==> src/rtl/if_stage_pkg.sv <==
// if_stage_pkg: shared definitions for the instruction-fetch stage.
//   - bus widths for addresses, words, register indices and jump targets
//   - bit ranges of the raw instruction fields
//   - opcodes whose 16-bit immediate is zero-extended
//   - the bubble word (decoded by ID as NOP) and the fetch FSM states
//   - extend_imm(): immediate extension rule shared by the IF/ID register
package if_stage_pkg;

  localparam int INST_ADDR_BUS  = 32;
  localparam int WORD_BUS       = 32;
  localparam int REG_BUS        = 5;
  localparam int RAW_TARGET_BUS = 26;
  localparam int RAW_OPCODE_BUS = 6;
  localparam int RAW_FN_BUS     = 6;
  localparam int RAW_IMM_BUS    = 16;

  // Field bit ranges inside an instruction word
  localparam int RAW_OPCODE_MSB = 31;
  localparam int RAW_OPCODE_LSB = 26;
  localparam int RAW_RS_MSB     = 25;
  localparam int RAW_RS_LSB     = 21;
  localparam int RAW_RT_MSB     = 20;
  localparam int RAW_RT_LSB     = 16;
  localparam int RAW_RD_MSB     = 15;
  localparam int RAW_RD_LSB     = 11;
  localparam int RAW_SA_MSB     = 10;
  localparam int RAW_SA_LSB     = 6;
  localparam int RAW_FN_MSB     = 5;
  localparam int RAW_FN_LSB     = 0;
  localparam int RAW_IMM_MSB    = 15;
  localparam int RAW_IMM_LSB    = 0;
  localparam int RAW_TARGET_MSB = 25;
  localparam int RAW_TARGET_LSB = 0;

  localparam logic [RAW_OPCODE_BUS-1:0] ID_OPCODE_ANDI = 6'h0c;
  localparam logic [RAW_OPCODE_BUS-1:0] ID_OPCODE_ORI  = 6'h0d;
  localparam logic [RAW_OPCODE_BUS-1:0] ID_OPCODE_XORI = 6'h0e;
  localparam logic [RAW_OPCODE_BUS-1:0] ID_OPCODE_LUI  = 6'h0f;

  localparam logic [WORD_BUS-1:0] BUBBLE_WORD = 32'h0000_0000;

  typedef enum logic [1:0] {
    IF_STATE_IDLE  = 2'd0,  // out of reset, no request yet
    IF_STATE_FETCH = 2'd1,  // request outstanding
    IF_STATE_HOLD  = 2'd2,  // fetched word parked in the skid register
    IF_STATE_DROP  = 2'd3   // waiting to discard a stale response
  } if_state_e;

  // Logical immediates are zero-extended, everything else sign-extended.
  function automatic logic [WORD_BUS-1:0] extend_imm(
    input logic [RAW_OPCODE_BUS-1:0] opcode,
    input logic [RAW_IMM_BUS-1:0]    imm
  );
    logic zero_ext;
    zero_ext = (opcode == ID_OPCODE_ANDI) || (opcode == ID_OPCODE_ORI) ||
               (opcode == ID_OPCODE_XORI) || (opcode == ID_OPCODE_LUI);
    return zero_ext ? {16'h0000, imm} : {{16{imm[RAW_IMM_BUS-1]}}, imm};
  endfunction

endpackage

==> src/rtl/if_stage_if_id_reg.sv <==
// if_id_reg: IF/ID pipeline register plus field slicing.
//   clk, rst      : clock, asynchronous active-high reset (clears to bubble)
//   load          : capture word/pc on the next edge
//   bubble        : capture the bubble (all-zero word, pc 0); wins over load
//   word, pc      : instruction word and its address to capture
//   pc_q .. target: decoded fields of the held instruction
// With neither load nor bubble the register holds (ID stall).
module if_id_reg
  import if_stage_pkg::*;
(
  input  logic                      clk,
  input  logic                      rst,
  input  logic                      load,
  input  logic                      bubble,
  input  logic [WORD_BUS-1:0]       word,
  input  logic [INST_ADDR_BUS-1:0]  pc,
  output logic [INST_ADDR_BUS-1:0]  pc_q,
  output logic [RAW_OPCODE_BUS-1:0] opcode,
  output logic [REG_BUS-1:0]        rs,
  output logic [REG_BUS-1:0]        rt,
  output logic [REG_BUS-1:0]        rd,
  output logic [REG_BUS-1:0]        sa,
  output logic [RAW_FN_BUS-1:0]     fn,
  output logic [WORD_BUS-1:0]       imm,
  output logic [RAW_TARGET_BUS-1:0] target
);

  logic [WORD_BUS-1:0] word_q;

  always_ff @(posedge clk or posedge rst) begin
    if (rst) begin
      word_q <= BUBBLE_WORD;
      pc_q   <= '0;
    end else if (bubble) begin
      word_q <= BUBBLE_WORD;
      pc_q   <= '0;
    end else if (load) begin
      word_q <= word;
      pc_q   <= pc;
    end
  end

  // The raw word is held and sliced after the register; a bubble word of
  // zero yields all-zero fields including the immediate.
  assign opcode = word_q[RAW_OPCODE_MSB:RAW_OPCODE_LSB];
  assign rs     = word_q[RAW_RS_MSB:RAW_RS_LSB];
  assign rt     = word_q[RAW_RT_MSB:RAW_RT_LSB];
  assign rd     = word_q[RAW_RD_MSB:RAW_RD_LSB];
  assign sa     = word_q[RAW_SA_MSB:RAW_SA_LSB];
  assign fn     = word_q[RAW_FN_MSB:RAW_FN_LSB];
  assign target = word_q[RAW_TARGET_MSB:RAW_TARGET_LSB];
  assign imm    = extend_imm(word_q[RAW_OPCODE_MSB:RAW_OPCODE_LSB],
                             word_q[RAW_IMM_MSB:RAW_IMM_LSB]);

endmodule

==> src/rtl/if_stage.sv <==
// if_stage: instruction-fetch stage with PC, fetch FSM and skid register.
//   clk, rst       : clock, asynchronous active-high reset
//   i_stall        : ID stall, IF/ID holds while high
//   i_redirect     : flush + redirect (highest priority, overrides stall)
//   i_redirectPc   : redirect target, low two bits ignored
//   o_imemReq      : fetch request, o_imemAddr : fetch address (= pc)
//   i_imemValid    : response valid, i_imemData : instruction word
//   o_pc .. o_target : decoded fields of the instruction held for ID
//   o_dbgState     : current fetch FSM state, for observation only
//
// Memory handshake: a request is issued while o_imemReq is high with
// o_imemAddr held stable; it completes in any cycle where
// o_imemReq & i_imemValid (including the first request cycle). At most one
// request is outstanding. A response arriving while o_imemReq is low
// (DROP) belongs to an abandoned request and is discarded.
module if_stage
  import if_stage_pkg::*;
#(
  parameter logic [INST_ADDR_BUS-1:0] RESET_PC = 32'h0000_0000
) (
  input  logic                      clk,
  input  logic                      rst,
  input  logic                      i_stall,
  input  logic                      i_redirect,
  input  logic [INST_ADDR_BUS-1:0]  i_redirectPc,
  output logic                      o_imemReq,
  output logic [INST_ADDR_BUS-1:0]  o_imemAddr,
  input  logic                      i_imemValid,
  input  logic [WORD_BUS-1:0]       i_imemData,
  output logic [INST_ADDR_BUS-1:0]  o_pc,
  output logic [RAW_OPCODE_BUS-1:0] o_opcode,
  output logic [REG_BUS-1:0]        o_rs,
  output logic [REG_BUS-1:0]        o_rt,
  output logic [REG_BUS-1:0]        o_rd,
  output logic [REG_BUS-1:0]        o_sa,
  output logic [RAW_FN_BUS-1:0]     o_fn,
  output logic [WORD_BUS-1:0]       o_imm,
  output logic [RAW_TARGET_BUS-1:0] o_target,
  output if_state_e                 o_dbgState
);

  if_state_e                state, state_nxt;
  logic [INST_ADDR_BUS-1:0] pc, pc_nxt;
  logic [WORD_BUS-1:0]      skid_word;
  logic [INST_ADDR_BUS-1:0] skid_pc;
  logic                     skid_load;
  logic                     ifid_load, ifid_bubble;
  logic [WORD_BUS-1:0]      ifid_word;
  logic [INST_ADDR_BUS-1:0] ifid_pc;
  logic                     done;

  assign done = (state == IF_STATE_FETCH) && i_imemValid;

  always_ff @(posedge clk or posedge rst) begin
    if (rst) begin
      state     <= IF_STATE_IDLE;
      pc        <= RESET_PC;
      skid_word <= BUBBLE_WORD;
      skid_pc   <= '0;
    end else begin
      state <= state_nxt;
      pc    <= pc_nxt;
      if (skid_load) begin
        skid_word <= i_imemData;
        skid_pc   <= pc;
      end
    end
  end

  // The skid register is valid exactly while in HOLD, so leaving HOLD on a
  // redirect is what invalidates it.
  always_comb begin
    state_nxt   = state;
    pc_nxt      = pc;
    skid_load   = 1'b0;
    ifid_load   = 1'b0;
    ifid_bubble = 1'b0;
    ifid_word   = i_imemData;
    ifid_pc     = pc;

    if (i_redirect) begin
      pc_nxt      = i_redirectPc & ~32'h0000_0003;
      ifid_bubble = 1'b1;
      // A request still in flight must have its response swallowed. In DROP
      // a response arriving alongside the redirect is that stale response,
      // so nothing remains in flight and fetching can resume.
      if ((state == IF_STATE_FETCH && !done) ||
          (state == IF_STATE_DROP && !i_imemValid)) begin
        state_nxt = IF_STATE_DROP;
      end else begin
        state_nxt = IF_STATE_FETCH;
      end
    end else begin
      case (state)
        IF_STATE_IDLE: begin
          state_nxt   = IF_STATE_FETCH;
          ifid_bubble = !i_stall;
        end
        IF_STATE_FETCH: begin
          if (done) begin
            pc_nxt = pc + 32'd4;
            if (i_stall) begin
              skid_load = 1'b1;
              state_nxt = IF_STATE_HOLD;
            end else begin
              ifid_load = 1'b1;
            end
          end else begin
            ifid_bubble = !i_stall;
          end
        end
        IF_STATE_HOLD: begin
          if (!i_stall) begin
            ifid_load = 1'b1;
            ifid_word = skid_word;
            ifid_pc   = skid_pc;
            state_nxt = IF_STATE_FETCH;
          end
        end
        IF_STATE_DROP: begin
          ifid_bubble = !i_stall;
          if (i_imemValid) begin
            state_nxt = IF_STATE_FETCH;
          end
        end
        default: state_nxt = IF_STATE_IDLE;
      endcase
    end
  end

  assign o_imemReq  = (state == IF_STATE_FETCH);
  assign o_imemAddr = pc;
  assign o_dbgState = state;

  if_id_reg u_if_id_reg (
    .clk    (clk),
    .rst    (rst),
    .load   (ifid_load),
    .bubble (ifid_bubble),
    .word   (ifid_word),
    .pc     (ifid_pc),
    .pc_q   (o_pc),
    .opcode (o_opcode),
    .rs     (o_rs),
    .rt     (o_rt),
    .rd     (o_rd),
    .sa     (o_sa),
    .fn     (o_fn),
    .imm    (o_imm),
    .target (o_target)
  );

endmodule

==> config.mk <==
export PLATFORM = sky130hd
export DESIGN_NAME = if_stage
export DESIGN_NICKNAME = d
export VERILOG_FILES = /design/src/rtl/if_stage_pkg.sv /design/src/rtl/if_stage_if_id_reg.sv /design/src/rtl/if_stage.sv
export SDC_FILE = /design/constraint.sdc
export NUM_CORES = 1
export LEC_CHECK = 0
export CELL_PAD_IN_SITES_DETAIL_PLACEMENT = 1
export CELL_PAD_IN_SITES_GLOBAL_PLACEMENT = 1
export CORE_ASPECT_RATIO = 0.7
export CORE_MARGIN = 2
export CORE_UTILIZATION = 41
export CTS_BUF_LIST = sky130_fd_sc_hd__clkbuf_2 sky130_fd_sc_hd__clkbuf_4 sky130_fd_sc_hd__clkbuf_8
export CTS_CLUSTER_SIZE = 14
export DETAILED_ROUTE_END_ITERATION = 6
export MAX_ROUTING_LAYER = met4
export PLACE_DENSITY_LB_ADDON = 0.1
export SLEW_MARGIN = 10
export SYNTH_ARGS = -nofsm -noshare
export SYNTH_HDL_FRONTEND = slang
export SYNTH_SLANG_ARGS = --single-unit
==> constraint.sdc <==
create_clock -name clk -period 13.5 [get_ports clk]
set_clock_uncertainty 0.05 [all_clocks]
set_input_delay 2.7 -clock clk [delete_from_list [all_inputs] [get_ports clk]]
set_output_delay 2.7 -clock clk [all_outputs]
set_load 0.03 [all_outputs]
==> impl_metrics.toml, run 1 <==
[run_status]
status = "finished, final reports clean"

[synthesis]
synth_area_sq_um = 7780
synth_ff_type = "dfrtp_1"
yosysTopAreaCell = "dfrtp_1"
synth-seq-cells = 156
synth_cell_type_count = 52
synth_edf_count = 0
synthArstFlopShare = 1.00
ys_seq_area_frac = 0.502
syn_area_per_cell_sq_um = 10.9
ys_warn_count = 0
synth_area_leaders = "dfrtp_1 50%, mux2_2 8.7%, mux2i_1 7.9%, buf_4 6.1%, a211oi_1 6.0%"
syn_inst = 711
synth_top_area_frac = 0.502

[clock_tree]
cts.clk_slew.worst_paths_ns = 0.08
post_cts_buffers = 0
clockBufferDepth = 2
clock-sinks = 156
cts_buffers = 17
clock_latency_ns = 0.46
tritoncts = "built"
cts_root_buf = "clkbuf_8"
cts_max_level = 4
post_cts_resized = 0
hold_buffers = 0

[critical_path]
worst_setup_path_end_kind = "flop"
path_class = "in2reg"
worstPathRequired_ns = 13.73
cp_max_fo = 53
worst_ep_arrival_time_ns = 5.58
setup.worst_path.start_class = "input pin"

[drt]
routed_wl_mm = 20.8
ant_nets = 0
avgRoutedWirePerCell_microns = 18.9
drtIter0Drc = 345
avgViaCountPerCell = 5.36
drc = 0
firstDrtPassIters = 4
via_count = 5901

[final_layout]
final_cell_mix = "218 x clkdlybuf4s50_1, 156 x dfrtp_1, 78 x nor2_1"
finalNonFillerCells = 1101
final_common_cell = "clkdlybuf4s50_1"
area_growth_pct = 28.8
final_core_util = 0.534
layout.nets = 920
drive_gt1_frac = 0.132
antennaDiodeCount = 0
final_area_sq_um = 10000

[timing]
maxSlewViolCount = 0
tns_ns = 0
post-route-period-util = 0.396
slew_headroom = 0.331
worst_pin_slew_ns = 1.00
fin_ws_ns = 8.15
hold_violations = 0
min_period_ns = 5.35
fmax_ghz = 0.187
rsz0062_at_grt = "no"
setup_viol = 0
holdWs_ns = 0.441

[placement]
port_buffers = 219
gp_congestion = 0.765
dp_slack_ns = 7.68
place_inst = 1069
dp_hpwl_mm = 13.9
dpl_cell_area_sq_um = 9650

[grt]
grt_pass1_vias = 6188
grt_pass1_wl_mm = 33.9
grt_max_degree = 97
grt_util_all_layers = 0.221
antenna_found_initial = 0
grt_remaining_overflow = 0

[power]
ir_drop_v = 0.0000573
power_density_nw_per_um2 = 141
power_mw = 1.41
power_leakage_nw = 3.83

[floorplanning]
die_w_microns = 169
ios = 226
die_h_microns = 119
initial_core_util = 0.414
dieArea_sq_um = 20100
fp-row-count = 42
coreArea_sq_um = 18800

[job]
maxCapViolCount = 0

[hold_path]
hp-class = "reg2reg"
-- metal layers --
layer  share of wire  up-vias  global-route usage
met3           0.050       12              0.0535
met1            0.47     2975               0.297
li1                -     2768                   -
met5               0        -                   -
met2            0.47      146               0.338
met4          0.0099        0              0.0571
-- synth_stat cells, types with 9 or more instances --
master and number:
mux2i_1 61, nand3_1 17, clkbuf_1 31, buf_4 63
nand2_1 32, o21ai_0 20, buf_2 9, a211oi_1 62
mux2_2 60, nand4_1 15, dfrtp_1 156, nor2_1 78
-- power by group --
group          switching [mW]  leakage [nW]  internal [mW]
clock network           0.194         0.186          0.141
registers              0.0806          1.98          0.584
logic                   0.218          1.67          0.195
total                   0.493          3.83          0.920
-- path summary, 6_finish.rpt --
check | slack [ns] | start | end | depth (start not counted)
setup reg to reg | 10.92 | o_imemAddr[8]$_DFFE_PP0P_ | o_imemAddr[28]$_DFFE_PP0P_ | 4
min in group asynchronous | 2.67 | rst | skid_word[8]$_DFFE_PP0P_ | 2
hold reg to reg | 0.44 | skid_pc[31]$_DFFE_PP0P_ | skid_pc[31]$_DFFE_PP0P_ | 2
setup / recovery | 8.15 | i_redirect | u_if_id_reg.pc_q[23]$_DFFE_PP0P_ | 5
max in group asynchronous | 9.18 | rst | u_if_id_reg.pc_q[23]$_DFFE_PP0P_ | 3
hold / removal | 0.44 | skid_pc[31]$_DFFE_PP0P_ | skid_pc[31]$_DFFE_PP0P_ | 2
-- flip-flops by register name, summed over array words and instances, names as in the netlist --
name and cells:
skid_word 32, u_if_id_reg.word_q 32, o_imemAddr 30, skid_pc 30, u_if_id_reg.pc_q 30, o_dbgState 2
-- worst max-delay path: stages --
cell and delay, ns:
buf_2 0.70, clkinv_1 0.92, o31ai_4 0.44, buf_4 0.65, a211oi_1 0.11
-- cell type report --
class	instances	area, sq um
fill	1976	8740
sequential	156	3900
multi-input combinational	438	3180
timing repair buffer	225	2230
tap	242	303
clock buffer	19	262
clock inverter	13	106
inverter	8	35.0
-- kinds of logic after synthesis --
group	Yosys count	share of synthesized area
multiplexers	121	0.165
AND/OR/NAND/NOR	179	0.110
adder cells (fa/ha/maj)	5	0.00805
other	1	0.000482
flip-flops	156	0.502
XOR/XNOR	11	0.0124
buffers and inverters	120	0.0946
AO/OA/AOI/OAI	118	0.107
No activity file was read; power rests on OpenSTA's default activity.
==> inputs of run 2 (changes only) <==
--- a/config.mk
+++ b/config.mk
@@ -9,7 +9,7 @@
 export CELL_PAD_IN_SITES_GLOBAL_PLACEMENT = 1
 export CORE_ASPECT_RATIO = 0.7
 export CORE_MARGIN = 2
-export CORE_UTILIZATION = 41
+export CORE_UTILIZATION = 34
 export CTS_BUF_LIST = sky130_fd_sc_hd__clkbuf_2 sky130_fd_sc_hd__clkbuf_4 sky130_fd_sc_hd__clkbuf_8
 export CTS_CLUSTER_SIZE = 14
 export DETAILED_ROUTE_END_ITERATION = 6
==> constraint.sdc (replaced) <==
create_clock -name clk -period 4.6 [get_ports clk]
set_clock_uncertainty 0.05 [all_clocks]
set_input_delay 0.92 -clock clk [delete_from_list [all_inputs] [get_ports clk]]
set_output_delay 0.92 -clock clk [all_outputs]
set_load 0.03 [all_outputs]
==> impl_metrics.toml, run 2 (synthesis gave the netlist of run 1 again) <==
[power]
power_mw = 4.12
ir_drop_v = 0.000158
power_density_nw_per_um2 = 407
power_leakage_nw = 3.83

[drt]
firstDrtPassIters = 4
routed_wl_mm = 21.7
avgRoutedWirePerCell_microns = 18.5
ant_nets = 0
drc = 0
via_count = 5956
drtIter0Drc = 265
avgViaCountPerCell = 5.08

[hold_path]
hp-class = "reg2reg"

[grt]
antenna_found_initial = 0
grt_remaining_overflow = 0
grt_util_all_layers = 0.189
grt_max_degree = 125
grt_pass1_wl_mm = 34.4
grt_pass1_vias = 6215

[timing]
worst_pin_slew_ns = 0.978
fin_ws_ns = 1.39
post-route-period-util = 0.697
hold_violations = 0
holdWs_ns = 0.445
rsz0062_at_grt = "no"
tns_ns = 0
slew_headroom = 0.348
setup_viol = 0
min_period_ns = 3.21
maxSlewViolCount = 0
fmax_ghz = 0.312

[final_layout]
drive_gt1_frac = 0.134
top_regs = "skid_word (32), u_if_id_reg.word_q (32)"
final_core_util = 0.449
final_area_sq_um = 10100
layout.nets = 922
final_common_cell = "clkdlybuf4s50_1"
antennaDiodeCount = 0
final_cell_mix = "218 x clkdlybuf4s50_1, 156 x dfrtp_1, 78 x nor2_1"
finalNonFillerCells = 1173
area_growth_pct = 30.2

[clock_tree]
tritoncts = "built"
clock-sinks = 156
cts.clk_slew.worst_paths_ns = 0.08
cts_buffers = 17
post_cts_resized = 0
cts_max_level = 4
post_cts_buffers = 0
cts_root_buf = "clkbuf_8"
hold_buffers = 0
clockBufferDepth = 2
clock_latency_ns = 0.45

[floorplanning]
dieArea_sq_um = 24100
coreArea_sq_um = 22600
initial_core_util = 0.345
fp-row-count = 46
die_w_microns = 185
ios = 226
die_h_microns = 131

[placement]
dp_hpwl_mm = 14.4
dpl_cell_area_sq_um = 9780
port_buffers = 219
dp_slack_ns = 1.36
place_inst = 1141
gp_congestion = 0.790

[critical_path]
cp_max_fo = 16
path_class = "reg2out"
setup.worst_path.start_class = "flop"
worst_setup_path_end_kind = "output pin"
worst_ep_arrival_time_ns = 2.24
worstPathRequired_ns = 3.63

[job]
maxCapViolCount = 0

[run_status]
status = "finished, final reports clean"
[run 2: cell count changes in the layout (fill, tap and decap cells not counted), sizes merged]
cell	delta
clkinv	+1
inv	-4
clkinvlp	+2
clkbuf	+1
buf	+2
[run 2: final timing paths]
kind                                                    start                               end  slack (ns)  cells after the start
max reg2reg                         o_imemAddr[8]$_DFFE_PP0P_        o_imemAddr[28]$_DFFE_PP0P_        2.08                      4
max in group asynchronous                                 rst  u_if_id_reg.pc_q[28]$_DFFE_PP0P_        2.62                      3
min reg2reg                           skid_pc[31]$_DFFE_PP0P_           skid_pc[31]$_DFFE_PP0P_        0.44                      2
max                        u_if_id_reg.word_q[29]$_DFFE_PP0P_                         o_imm[29]        1.39                      3
min                                   skid_pc[31]$_DFFE_PP0P_           skid_pc[31]$_DFFE_PP0P_        0.44                      2
min in group asynchronous                                 rst          skid_word[4]$_DFFE_PP0P_        0.89                      2
[run 2: power by group]
| group | switching (mW) | internal, mW |
|---|---|---|
| Combinational | 0.644 | 0.575 |
| Sequential | 0.228 | 1.71 |
| Clock | 0.560 | 0.396 |
[run 2: worst max-delay path: stages, from the launching register on]
cell and delay [ns]:
dfrtp_1 0.42, nand2_1 0.09, o31a_1 0.49, clkdlybuf4s50_1 0.79
[run 2: cell type report]
type                            count  area, sq um
Clock buffer                       20          256
Clock inverter                     12         90.1
Fill cell                        2447        12400
Inverter                            8         33.8
Multi-Input combinational cell    438         3180
Sequential cell                   156         3900
Tap cell                          312          390
Timing Repair Buffer              227         2270
[run 2: per-layer routing]
| metal | routed length, microns | track usage | vias to the layer above |
|---|---|---|---|
| met1 | 10300 | 0.252 | 3024 |
| met2 | 10000 | 0.293 | 145 |
| met5 | 0 | - | - |
| met3 | 1050 | 0.0419 | 22 |
| li1 | - | - | 2765 |
| met4 | 309 | 0.0537 | 0 |
